$ cat src/rtl/serial_to_parallel_rx.sv
// serial_to_parallel_rx
// ---------------------
// Receive-side deserialiser. It collects a serial bit stream into
// DATA_WIDTH-bit words, taking one bit on each cycle where bit_valid is high.
// A one-word holding buffer with a valid/ready handshake lets the next frame
// be received while the consumer still holds the current word.
//
// Optional feature: define S2P_PARITY_EN to add one even-parity bit after the
// data bits of every frame. This also adds the parity_err output.
//
// Ports:
//   clk              in   clock; all logic is on the rising edge
//   rst              in   synchronous reset, active-high
//   serial_in        in   serial data bit
//   bit_valid        in   qualifies serial_in for this cycle
//   abort            in   drops the partial frame and returns to IDLE
//   clr_ovf          in   clears the sticky overflow flag
//   word_ready       in   consumer accepts word_out this cycle
//   word_out         out  assembled word
//   word_valid       out  word_out holds a word that has not been consumed
//   end_of_reception out  one-cycle pulse when a frame completes
//   busy             out  a frame is in progress (state RECV)
//   overflow         out  sticky: a completed word was dropped
//   bit_count        out  number of bits received in the current frame
//   parity_err       out  (S2P_PARITY_EN only) parity mismatch, valid with word_valid
module serial_to_parallel_rx #(
  parameter int DATA_WIDTH = 16,
  parameter bit MSB_FIRST  = 1'b1,
`ifdef S2P_PARITY_EN
  localparam int FRAME_LEN = DATA_WIDTH + 1,
`else
  localparam int FRAME_LEN = DATA_WIDTH,
`endif
  localparam int CNT_W = $clog2(FRAME_LEN + 1)
) (
  input  logic                  clk,
  input  logic                  rst,
  input  logic                  serial_in,
  input  logic                  bit_valid,
  input  logic                  abort,
  input  logic                  clr_ovf,
  input  logic                  word_ready,
  output logic [DATA_WIDTH-1:0] word_out,
  output logic                  word_valid,
  output logic                  end_of_reception,
  output logic                  busy,
  output logic                  overflow,
  output logic [CNT_W-1:0]      bit_count
`ifdef S2P_PARITY_EN
  ,
  output logic                  parity_err
`endif
);

  typedef enum logic {IDLE, RECV} state_t;

  state_t                state_q, state_d;
  logic [DATA_WIDTH-1:0] sreg_q, sreg_d;
  logic [CNT_W-1:0]      cnt_q, cnt_d;
  logic [DATA_WIDTH-1:0] word_q, word_d;
  logic                  valid_q, valid_d;
  logic                  eor_q, eor_d;
  logic                  ovf_q, ovf_d;
`ifdef S2P_PARITY_EN
  logic                  perr_q, perr_d;
  logic                  perr_new;
`endif

  logic [DATA_WIDTH-1:0] sreg_shift;
  logic [DATA_WIDTH-1:0] word_new;
  logic [CNT_W-1:0]      cnt_inc;
  logic                  frame_done;

  always_comb begin
    if (MSB_FIRST) sreg_shift = {sreg_q[DATA_WIDTH-2:0], serial_in};
    else           sreg_shift = {serial_in, sreg_q[DATA_WIDTH-1:1]};
  end

  assign cnt_inc = cnt_q + CNT_W'(1);

  always_comb begin
    state_d    = state_q;
    sreg_d     = sreg_q;
    cnt_d      = cnt_q;
    word_d     = word_q;
    valid_d    = valid_q;
    ovf_d      = ovf_q;
    eor_d      = 1'b0;
    frame_done = 1'b0;
`ifdef S2P_PARITY_EN
    perr_d     = perr_q;
    // On the parity edge the data register already holds the whole word.
    word_new   = sreg_q;
    perr_new   = ^{sreg_q, serial_in};
`else
    // The final data bit has to be part of the word loaded on this edge.
    word_new   = sreg_shift;
`endif

    // Bit capture. abort overrides any bit_valid seen in the same cycle.
    if (abort) begin
      state_d = IDLE;
      cnt_d   = '0;
    end else if (bit_valid) begin
`ifdef S2P_PARITY_EN
      // The parity bit is not shifted into the data register.
      if (cnt_q < CNT_W'(DATA_WIDTH)) sreg_d = sreg_shift;
`else
      sreg_d = sreg_shift;
`endif
      if (cnt_inc == CNT_W'(FRAME_LEN)) begin
        frame_done = 1'b1;
        cnt_d      = '0;
        state_d    = IDLE;
      end else begin
        cnt_d   = cnt_inc;
        state_d = RECV;
      end
    end

    // clr_ovf is applied first so that a drop in the same cycle wins.
    if (clr_ovf) ovf_d = 1'b0;

    // Holding buffer. A consume and a load in the same cycle count as a transfer.
    if (frame_done) begin
      eor_d = 1'b1;
      if (!valid_q || word_ready) begin
        word_d  = word_new;
        valid_d = 1'b1;
`ifdef S2P_PARITY_EN
        perr_d  = perr_new;
`endif
      end else begin
        ovf_d = 1'b1;
      end
    end else if (valid_q && word_ready) begin
      valid_d = 1'b0;
    end
  end

  always_ff @(posedge clk) begin
    if (rst) begin
      state_q <= IDLE;
      sreg_q  <= '0;
      cnt_q   <= '0;
      word_q  <= '0;
      valid_q <= 1'b0;
      eor_q   <= 1'b0;
      ovf_q   <= 1'b0;
`ifdef S2P_PARITY_EN
      perr_q  <= 1'b0;
`endif
    end else begin
      state_q <= state_d;
      sreg_q  <= sreg_d;
      cnt_q   <= cnt_d;
      word_q  <= word_d;
      valid_q <= valid_d;
      eor_q   <= eor_d;
      ovf_q   <= ovf_d;
`ifdef S2P_PARITY_EN
      perr_q  <= perr_d;
`endif
    end
  end

  assign word_out         = word_q;
  assign word_valid       = valid_q;
  assign end_of_reception = eor_q;
  assign busy             = (state_q == RECV);
  assign overflow         = ovf_q;
  assign bit_count        = cnt_q;
`ifdef S2P_PARITY_EN
  assign parity_err       = perr_q;
`endif

endmodule

$ cat config.mk
export PLATFORM = sky130hd
export DESIGN_NAME = serial_to_parallel_rx
export DESIGN_NICKNAME = d
export VERILOG_FILES = /design/src/rtl/serial_to_parallel_rx.sv
export SDC_FILE = /design/constraint.sdc
export NUM_CORES = 1
export LEC_CHECK = 0
export BUFFER_PORTS_ARGS = -buffer_cell sky130_fd_sc_hd__clkbuf_2
export CORE_MARGIN = 5
export CORE_UTILIZATION = 35
export DETAILED_ROUTE_END_ITERATION = 6
export HOLD_SLACK_MARGIN = 0.12
export PLACE_DENSITY = 0.56
export SLEW_MARGIN = 10
export SYNTH_ARGS = -nofsm -noshare
export SYNTH_HDL_FRONTEND = slang
export SYNTH_SLANG_ARGS = --single-unit
$ cat constraint.sdc
create_clock -name clk -period 3.92 [get_ports clk]
set_clock_uncertainty 0.05 [all_clocks]
set_input_delay 0.196 -clock clk [delete_from_list [all_inputs] [get_ports clk]]
set_output_delay 0.196 -clock clk [all_outputs]
set_load 0.02 [all_outputs]
* Word level (Yosys, flattened, before mapping) *
Cells that the tools add are included.

operators by class
  eq/ne operators = 2
  multiplexer cells = 12
  $add $sub $neg = 1
  reductions and logical operators = 8
  bitwise operators = 1

operator list
  cell                                                                      count
  1-bit two-way mux                                                         11
  2-bit AND reduction                                                       3
  5-bit by 1-bit adder with 5-bit output (second input constant)            1
  5-bit == test (second input constant)                                     1
  5-bit two-way mux                                                         1
  2-bit by 1-bit inequality test with 1-bit output (second input constant)  1
  2-bit nonzero test                                                        1
  2-bit OR reduction                                                        1
  1-bit logical AND                                                         1
  1-bit logical NOT                                                         1
  1-bit logical OR                                                          1
  1-bit NOT                                                                 1

storage, ports and cells
  logic and storage cells = 31
  bits in registers = 40
  output and inout bits = 25
  bits of input ports = 7

* Longest topological paths before layout *
Gate-level depths: netlist of run 1.

  depth in word-level cells = 7
  mapped depth = 6
  mapped depth without buffers = 5

* Worst setup path after synthesis of run 1 *
Ideal clock, no wire load.

  path kind = register to register
  from = reg cnt_q[0], in the netlist bit_count[0]
  to = reg word_q[0], in the netlist word_out[0]
  cell stages (with the launch flop) = 7
  arrival time = 1.840 ns
  buffers on the path = 1
  setup time = 0.072 ns
  clock period less this slack = 1.961 ns
  setup slack = 1.959 ns
  cells stage by stage = dfxtp_1 -> ha_1 -> nand3_1 -> xor2_1 -> nor3_4 -> buf_8 -> mux2i_1

on the way
  longest elaborated chain between the ends = 6

ends and longest elaborated chain
  what                                    RTL line  text
  from (decl)                             59        logic [CNT_W-1:0] cnt_q, cnt_d;
  from (signal assigned)                  156       cnt_q <= cnt_d;
  5-bit by 1-bit adder with 5-bit output  79        assign cnt_inc = cnt_q + CNT_W'(1);
  5-bit == test                           111       if (cnt_inc == CNT_W'(FRAME_LEN)) begin
  1-bit two-way mux                       111
  1-bit two-way mux                       104       end else if (bit_valid) begin
  1-bit two-way mux                       101       if (abort) begin
  2-bit AND reduction (no source line)    -
  to (signal assigned)                    157       word_q <= word_d;
  to (decl)                               60        logic [DATA_WIDTH-1:0] word_q, word_d;

Every way passes these cells.
A chain may end at the register's enable or synchronous reset.

* Worst setup path in the final report of run 1 *
Ends and elaborated chain as after synthesis.

==> results of run 1 <==
-- sequential cells by signal, summed over array words and instances (netlist names) --
name	flops
end_of_reception	1
word_out	16
word_valid	1
bit_count	5
overflow	1
sreg_q	15
busy	1
-- final timing paths --
| kind | startpoint | endpoint | slack, ps | depth (start not counted) |
|---|---|---|---|---|
| setup / recovery | bit_count[0] | word_out[0] | 1680 | 5 |
| hold / removal | bit_valid | busy | 190 | 2 |
| setup reg to reg | bit_count[0] | word_out[0] | 1680 | 5 |
| hold reg to reg | sreg_q[14] | sreg_q[14] | 410 | 2 |
-- area by class of cell --
cell class,instances,area (um^2),area share (%)
clock buffer,5,68.8,3.49
clock inverter,3,42.5,2.16
multi-input combinational,131,807,41.0
sequential,40,801,40.7
tap,54,67.6,3.43
timing repair buffer,34,183,9.28
-- report_power, final --
part | total [W] | internal, W | switching [W]
Sequential | 0.000410 | 0.000408 | 0.00000207
Clock | 0.000330 | 0.000188 | 0.000142
Combinational | 0.0000324 | 0.0000133 | 0.0000190
Total | 0.000772 | 0.000609 | 0.000163
-- cells in the mapped netlist (2+ instances only) --
cell type / count / area share (%)
ha_1: 2 / 1.5
nor2_1: 6 / 1.4
dfxtp_1: 40 / 48
nand3b_1: 4 / 1.8
xor2_1: 3 / 1.6
clkbuf_1: 8 / 1.8
nand2_1: 32 / 7.2
nand2b_1: 36 / 14
o21ai_0: 2 / 0.60
mux2i_1: 17 / 10
a21oi_1: 18 / 5.4
-- stage by stage --
stage                     hold slack (ps)  instances  area (um^2)  worst slack (ps)
after floorplan                       243        182         1660              1960
after global placement                344        257         1840              1710
after detailed placement              344        257         1840              1670
after CTS                             175        267         1970              1650
after global routing                  187        267         1970              1430
final                                 185        267         1970              1680
-- metal layers --
layer  vias to the layer above  wire length, um  GRT usage, %
li1                        657                -             -
met1                       556             1490          13.4
met2                        18             1380          16.7
met3                         2              127          3.51
met4                         0               36          5.67
met5                         -                0             0
-- cell families after synthesis --
| group | count (synthesis) | share of synthesized area [%] |
|---|---|---|
| buffers and inverters | 11 | 3.31 |
| flip-flops | 40 | 48.2 |
| XOR/XNOR | 3 | 1.58 |
| multiplexers | 17 | 10.2 |
| AO/OA/AOI/OAI | 23 | 7.53 |
| adder cells (fa/ha/maj) | 2 | 1.50 |
| AND/OR/NAND/NOR | 86 | 27.7 |
==> impl_metrics.py, run 1 <==
metrics = {
    "routing": {
        "via_per_inst": 4.62,
        "avgRoutedWirePerCell_um": 11.3,
        "drt-pass1-iter-count": 4,
        "wl_mm": 3.03,
        "drc": 0,
        "drt_iter0_drc": 62,
        "num_vias": 1233,
        "ant_nets": 0,
    },
    "synthesis": {
        "syn_nets": 191,
        "synth_cell_types": 25,
        "async_flop_share_pct": 0,
        "synthesis.area_mm2": 0.00166,
        "yosysWarnings": 0,
        "synth_seq_area_share_pct": 48.2,
        "synth-edff-count": 0,
        "syn_inst": 182,
        "synth-seq-cells": 40,
        "ys.flop_type": "dfxtp_1",
        "syn_area_per_cell_um2": 9.14,
    },
    "timing": {
        "rsz0062_at_grt": "no",
        "max_clock_freq_ghz": 0.446,
        "setup_tns_ps": 0,
        "slew_headroom_pct": 36.6,
        "finalCritPeriodShare_pct": 57.2,
        "setup_viol": 0,
        "slew_viol_final": 0,
        "period_minus_slack_ps": 2240,
        "worstMarginPinSlew_ps": 948,
        "report.final.hold_viol_count": 0,
    },
    "pwr": {
        "fin_total_pwr_w": 0.000772,
        "ir_drop_mv": 0.135,
        "p_leak_nw": 0.719,
        "power_density_mw_per_mm2": 392,
    },
    "clock_network": {
        "clk_pin_slew_ps": 80,
        "h-tree-depth": 2,
        "cts.sinks": 40,
        "cts_tree": "built",
        "clkLatencyLatePin_ps": 290,
        "post_cts_resized": 0,
        "root_buffer": "clkbuf_8",
        "holdBufCountCts": 2,
        "cts_made_buffers": 5,
        "cts_setup_buffers": 0,
        "clk_path_buf_depth": 2,
    },
    "worst_setup_path": {
        "worstPathRequired_ps": 4080,
        "cp-end-kind": "flip-flop",
        "path_delay_family": "simple AND/OR/NAND/NOR gates",
        "worst-path-max-fanout": 16,
        "arrival_ps": 2410,
        "start_kind": "flip-flop",
        "path_class": "reg -> reg",
        "path_cells": "ha_1 > nor4b_1 > a31oi_1 > nor3_4 > mux2i_1",
        "cp_slowest_cell": "nor3_4",
        "slowest_delay_ps": 770,
        "crit_buf_inv": 0,
    },
    "floorplanning": {
        "die_w_um": 78.9,
        "rows": 25,
        "coreArea_mm2": 0.00466,
        "dieArea_mm2": 0.00623,
        "die_h_um": 78.9,
        "io_pins": 32,
        "start_util_pct": 35.7,
    },
    "status": {
        "status": "finished clean",
    },
    "placement": {
        "dp_hpwl_mm": 2.03,
        "gp_congestion": 0.766,
        "io_buffers": 31,
    },
    "global_route": {
        "antenna_found_initial": 0,
        "grt.overflow.total": 0,
        "grt_pass1_vias": 1165,
        "grt_usage_pct": 10.8,
        "grt_pass1_wl_mm": 5.31,
        "grt_max_degree": 54,
    },
    "layout": {
        "n_fill_cell": 494,
        "drive_gt1_share_pct": 20.7,
        "final_util_pct": 42.3,
        "finalNetCount": 221,
        "mostFrequentLayoutCell": "dfxtp_1",
        "num_antenna_cells": 0,
        "area_growth_pct": 18.4,
        "final_cell_mix": "dfxtp_1 (40), nand2b_1 (36), nand2_1 (32)",
    },
    "run": {
        "maxCapViolations": 0,
    },
    "worst_hold_path": {
        "min_path_type": "in -> reg",
    },
}
No activity file was read; power rests on OpenSTA's default activity.
==> inputs of run 2 (changes only) <==
--- a/config.mk
+++ b/config.mk
@@ -10,7 +10,7 @@
 export CORE_UTILIZATION = 35
 export DETAILED_ROUTE_END_ITERATION = 6
 export HOLD_SLACK_MARGIN = 0.12
-export PLACE_DENSITY = 0.56
+export PLACE_DENSITY = 0.58
 export SLEW_MARGIN = 10
 export SYNTH_ARGS = -nofsm -noshare
 export SYNTH_HDL_FRONTEND = slang
==> constraint.sdc (replaced) <==
create_clock -name clk -period 1.8 [get_ports clk]
set_clock_uncertainty 0.05 [all_clocks]
set_input_delay 0.09 -clock clk [delete_from_list [all_inputs] [get_ports clk]]
set_output_delay 0.09 -clock clk [all_outputs]
set_load 0.02 [all_outputs]
==> run 2 against run 1 <==
Compared with the run above:
- design area is 6.2% higher
- clock power up 65%
- register-to-register slack worse by 1600 ps
- largest cell class unchanged
- first-iteration DRC count is 4.8% higher
- sequential cell count did not move
==> impl_metrics.py, run 2 (same netlist as run 1, synthesis figures left out) <==
metrics = {
    "status": {
        "status": "finished clean",
    },
    "layout": {
        "area_growth_pct": 25.8,
        "n_fill_cell": 466,
        "seq_area_um2": 808,
        "largest_register_ffs": 16,
        "fin_cells": 279,
        "drive_gt1_share_pct": 25.3,
        "mostFrequentLayoutCell": "dfxtp_1",
        "multiInputGateArea_um2": 822,
        "finalNetCount": 234,
        "num_antenna_cells": 0,
        "final_cell_mix": "dfxtp_1 (38), nand2b_1 (36), nand2_1 (32)",
    },
    "routing": {
        "route.met2.wl_mm": 1.51,
        "wl_met1_mm": 1.58,
        "via_per_inst": 4.61,
        "drc": 0,
        "num_vias": 1285,
        "drt-pass1-iter-count": 4,
        "avgRoutedWirePerCell_um": 11.8,
        "highest_layer": "met4",
        "drt_iter0_drc": 65,
        "ant_nets": 0,
        "met3_length_um": 127,
        "wl_mm": 3.29,
    },
    "placement": {
        "dp_hpwl_mm": 2.16,
        "io_buffers": 31,
        "gp_congestion": 0.788,
        "dp_cells": 265,
    },
    "timing": {
        "rsz0062_at_grt": "no",
        "slew_viol_final": 0,
        "finalCritPeriodShare_pct": 93.1,
        "max_clock_freq_ghz": 0.597,
        "period_minus_slack_ps": 1680,
        "setup_viol": 0,
        "slew_headroom_pct": 69.4,
        "worstMarginPinSlew_ps": 459,
        "report.final.hold_viol_count": 0,
    },
    "clock_network": {
        "cts.sinks": 40,
        "clkLatencyLatePin_ps": 280,
        "h-tree-depth": 2,
        "cts_made_buffers": 5,
        "clk_pin_slew_ps": 70,
        "root_buffer": "clkbuf_8",
        "cts_tree": "built",
        "clk_path_buf_depth": 2,
    },
    "worst_setup_path": {
        "arrival_ps": 1820,
        "ff2ff_setup_slack_ps": 120,
        "path_class": "reg -> reg",
        "cp-end-kind": "flip-flop",
        "crit_buf_inv": 0,
        "path_delay_family": "simple AND/OR/NAND/NOR gates",
        "path_cells": "ha_2 > nand3_1 > xor2_1 > or3_1 > o32ai_1",
        "slowest_delay_ps": 440,
        "cp_slowest_cell": "or3_1",
        "start_kind": "flip-flop",
        "worst-path-max-fanout": 4,
        "worstPathRequired_ps": 1940,
    },
    "global_route": {
        "grt_pass1_wl_mm": 5.46,
        "grt.overflow.total": 0,
        "grt_usage_pct": 10.9,
        "grt_pass1_vias": 1221,
        "grt_max_degree": 31,
        "antenna_found_initial": 0,
    },
    "worst_hold_path": {
        "min_path_type": "in -> reg",
    },
    "pwr": {
        "fin_total_pwr_w": 0.00152,
        "p_leak_nw": 0.780,
        "power_density_mw_per_mm2": 728,
        "ir_drop_mv": 0.414,
    },
    "floorplanning": {
        "io_pins": 32,
        "start_util_pct": 35.7,
        "die_h_um": 78.9,
        "coreArea_mm2": 0.00466,
        "rows": 25,
        "dieArea_mm2": 0.00623,
        "die_w_um": 78.9,
    },
    "run": {
        "maxCapViolations": 0,
    },
}
==> run 2: stage by stage <==
stage | TNS (ps) | instance area (um^2) | hold slack (ps) | utilization [%] | setup slack (ps)
3_3_place_gp | -5330 | 1920 | 232 | 41.2 | -337
2_1_floorplan | 0 | 1670 | 137 | - | 38.7
3_5_place_dp | -6090 | 1920 | 241 | 41.2 | -405
4_1_cts | 0 | 2080 | 237 | 44.5 | 15.8
6_report | 0 | 2090 | 242 | 44.9 | 124
5_1_grt | 0 | 2090 | 282 | 44.9 | 31.7
==> run 2: final cells by class <==
cell class	count	area share, %
sequential	40	38.6
timing repair buffer	47	15.1
tap	54	3.23
clock buffer	6	3.47
multi-input combinational	131	39.3
clock inverter	1	0.239
==> run 2: power by group <==
part           total [W]  switching, W  leakage, nW  internal [W]
Combinational  0.0000884     0.0000463        0.415     0.0000420
Clock           0.000545      0.000282       0.0410      0.000263
Sequential      0.000890    0.00000313        0.324      0.000887
Total            0.00152      0.000331        0.780       0.00119
==> run 2: worst paths after layout <==
| path | from | depth (start not counted) | end |
|---|---|---|---|
| worst max-delay path | bit_count[0] | 5 | overflow |
| worst min-delay path | rst | 2 | sreg_q[5] |
| worst max register to register | bit_count[0] | 5 | overflow |
| worst min register to register | sreg_q[14] | 2 | sreg_q[14] |
==> run 2: timing repair <==
item                                   4_1_cts  5_1_grt
setup endpoints to repair                   16       15
hold buffers                                 5        0
gates resized for setup                      0        3
endpoints found under the hold margin        6        0
pin swaps                                    1        1
buffers inserted                             2        0
==> run 2: routing by layer <==
layer	vias to the layer above	global-route usage [%]
met2	23	17.2
met5	-	0
met1	576	14.2
met4	0	4.81
li1	680	-
met3	6	2.49
==> inputs of run 3 (changes only) <==
--- a/config.mk
+++ b/config.mk
@@ -10,7 +10,6 @@
 export CORE_UTILIZATION = 35
 export DETAILED_ROUTE_END_ITERATION = 6
 export HOLD_SLACK_MARGIN = 0.12
-export PLACE_DENSITY = 0.58
 export SLEW_MARGIN = 10
 export SYNTH_ARGS = -nofsm -noshare
 export SYNTH_HDL_FRONTEND = slang
==> run 3 against run 2 <==
Compared with the run above:
- via count down 0.31%
- routed wire length is 2.6% lower
- hold slack got worse by 23 ps
- sequential cell count stayed put
- final cell count shrank 1.8%
- critical path depth did not move
- design area is 1.1% lower
- sequential power about the same
- critical endpoint unchanged
==> impl_metrics.py, run 3 (same netlist as run 1, synthesis figures left out) <==
metrics = {
    "clock_network": {
        "clk_path_buf_depth": 2,
        "h-tree-depth": 2,
        "clkLatencyLatePin_ps": 280,
        "cts.sinks": 40,
        "clk_pin_slew_ps": 70,
        "cts_tree": "built",
        "cts_made_buffers": 5,
        "root_buffer": "clkbuf_8",
        "cts_setup_buffers": 0,
    },
    "run": {
        "maxCapViolations": 0,
    },
    "global_route": {
        "grt_usage_pct": 11.0,
        "grt_pass1_wl_mm": 5.40,
        "grt_pass1_vias": 1163,
        "antenna_found_initial": 0,
        "grt.overflow.total": 0,
        "grt_max_degree": 30,
    },
    "floorplanning": {
        "start_util_pct": 35.7,
        "dieArea_mm2": 0.00623,
        "io_pins": 32,
        "die_w_um": 78.9,
        "die_h_um": 78.9,
        "coreArea_mm2": 0.00466,
        "rows": 25,
    },
    "timing": {
        "slew_headroom_pct": 71.7,
        "slew_viol_final": 0,
        "period_minus_slack_ps": 1690,
        "setup_tns_ps": 0,
        "finalCritPeriodShare_pct": 93.8,
        "rsz0062_at_grt": "no",
        "setup_viol": 0,
        "report.final.hold_viol_count": 0,
        "worstMarginPinSlew_ps": 424,
        "max_clock_freq_ghz": 0.592,
        "fin_ws_ps": 111,
    },
    "pwr": {
        "fin_total_pwr_w": 0.00163,
        "power_density_mw_per_mm2": 786,
        "ir_drop_mv": 0.394,
        "p_leak_nw": 0.759,
    },
    "placement": {
        "dp_cells": 261,
        "dp_hpwl_mm": 2.16,
        "gp_congestion": 0.784,
        "io_buffers": 31,
        "dpl_worst_slack_ps": 56.7,
    },
    "worst_setup_path": {
        "r2r_start": "bit_count[0]",
        "worstPathRequired_ps": 1940,
        "path_cells": "ha_2 > nand3_1 > xor2_1 > or3_1 > o32ai_1",
        "arrival_ps": 1830,
        "cp-end-kind": "flip-flop",
        "slowest_delay_ps": 430,
        "timing.rr.end": "overflow",
        "crit_buf_inv": 0,
        "worstRegToRegCells": 5,
        "ff2ff_setup_slack_ps": 110,
        "cp_slowest_cell": "or3_1",
        "path_delay_family": "simple AND/OR/NAND/NOR gates",
        "start_kind": "flip-flop",
        "worst-path-max-fanout": 8,
        "path_class": "reg -> reg",
    },
    "routing": {
        "drc": 0,
        "avgRoutedWirePerCell_um": 11.7,
        "ant_nets": 0,
        "via_per_inst": 4.68,
        "drt_iter0_drc": 43,
        "drt-pass1-iter-count": 4,
        "num_vias": 1281,
        "wl_mm": 3.20,
    },
    "status": {
        "status": "finished clean",
    },
    "layout": {
        "final_cell_mix": "dfxtp_1 (38), nand2b_1 (36), nand2_1 (32)",
        "area_growth_pct": 24.4,
        "mostFrequentLayoutCell": "dfxtp_1",
        "drive_gt1_share_pct": 23.6,
        "fin_cells": 274,
        "largest_register_ffs": 16,
        "finalNetCount": 228,
        "num_antenna_cells": 0,
    },
    "worst_hold_path": {
        "hold_end": "sreg_q[5]",
        "hold_start": "rst",
        "min_path_type": "in -> reg",
        "whs_path_depth": 2,
    },
}
## run 3: cell count changes in the layout (fill, tap and decap cells not counted), sizes merged
cell    change
buf         -6
clkbuf      +1
## run 3: worst max-delay path by stage
stage | startpoint | endpoint | slack (ps) | cells after the start
detailed placement | bit_count[0] | overflow | 60 | 5
finish | bit_count[0] | overflow | 110 | 5
global route | bit_count[0] | word_out[14] | 2 | 6
global placement | bit_count[0] | overflow | 130 | 5
floorplan | bit_count[0] | word_out[0] | 40 | 6
CTS | bit_count[0] | overflow | 40 | 5
## run 3: per-stage QoR
stage                     hold WS, ps  cell area, um^2  util (%)
after floorplan                   137             1670         -
after global placement            236             1900      40.8
after detailed placement          244             1900      40.8
after CTS                         237             2060      44.1
after global routing              278             2070      44.4
final                             218             2070      44.4
## run 3: layout make-up
cell class / instances / area (um^2)
clock inverters: 1 / 5.00
flip-flops and latches: 40 / 808
well taps: 54 / 67.6
repair buffers: 41 / 268
clock buffers: 7 / 97.6
multi-input cells: 131 / 822
fillers: 472 / 2590
## run 3: repair_timing
action,4_1_cts,5_1_grt
endpoints found under the setup margin,0,4
endpoints found under the hold margin,6,0
hold buffers,5,0
resized for setup,0,2
## run 3: layer usage
metal,global-route usage [%],vias up,routed length (um)
li1,-,669,-
met1,13.5,589,1520
met2,17.6,21,1540
met3,3.51,2,114
met4,5.15,0,26
met5,0,-,0
## run 3: report_power, final
group / total [W] / leakage [nW] / switching, W / internal [W]
clock: 0.000652 / 0.0534 / 0.000297 / 0.000355
sequential: 0.000891 / 0.324 / 0.00000434 / 0.000886
combinational: 0.0000827 / 0.382 / 0.0000429 / 0.0000399
total: 0.00163 / 0.759 / 0.000344 / 0.00128
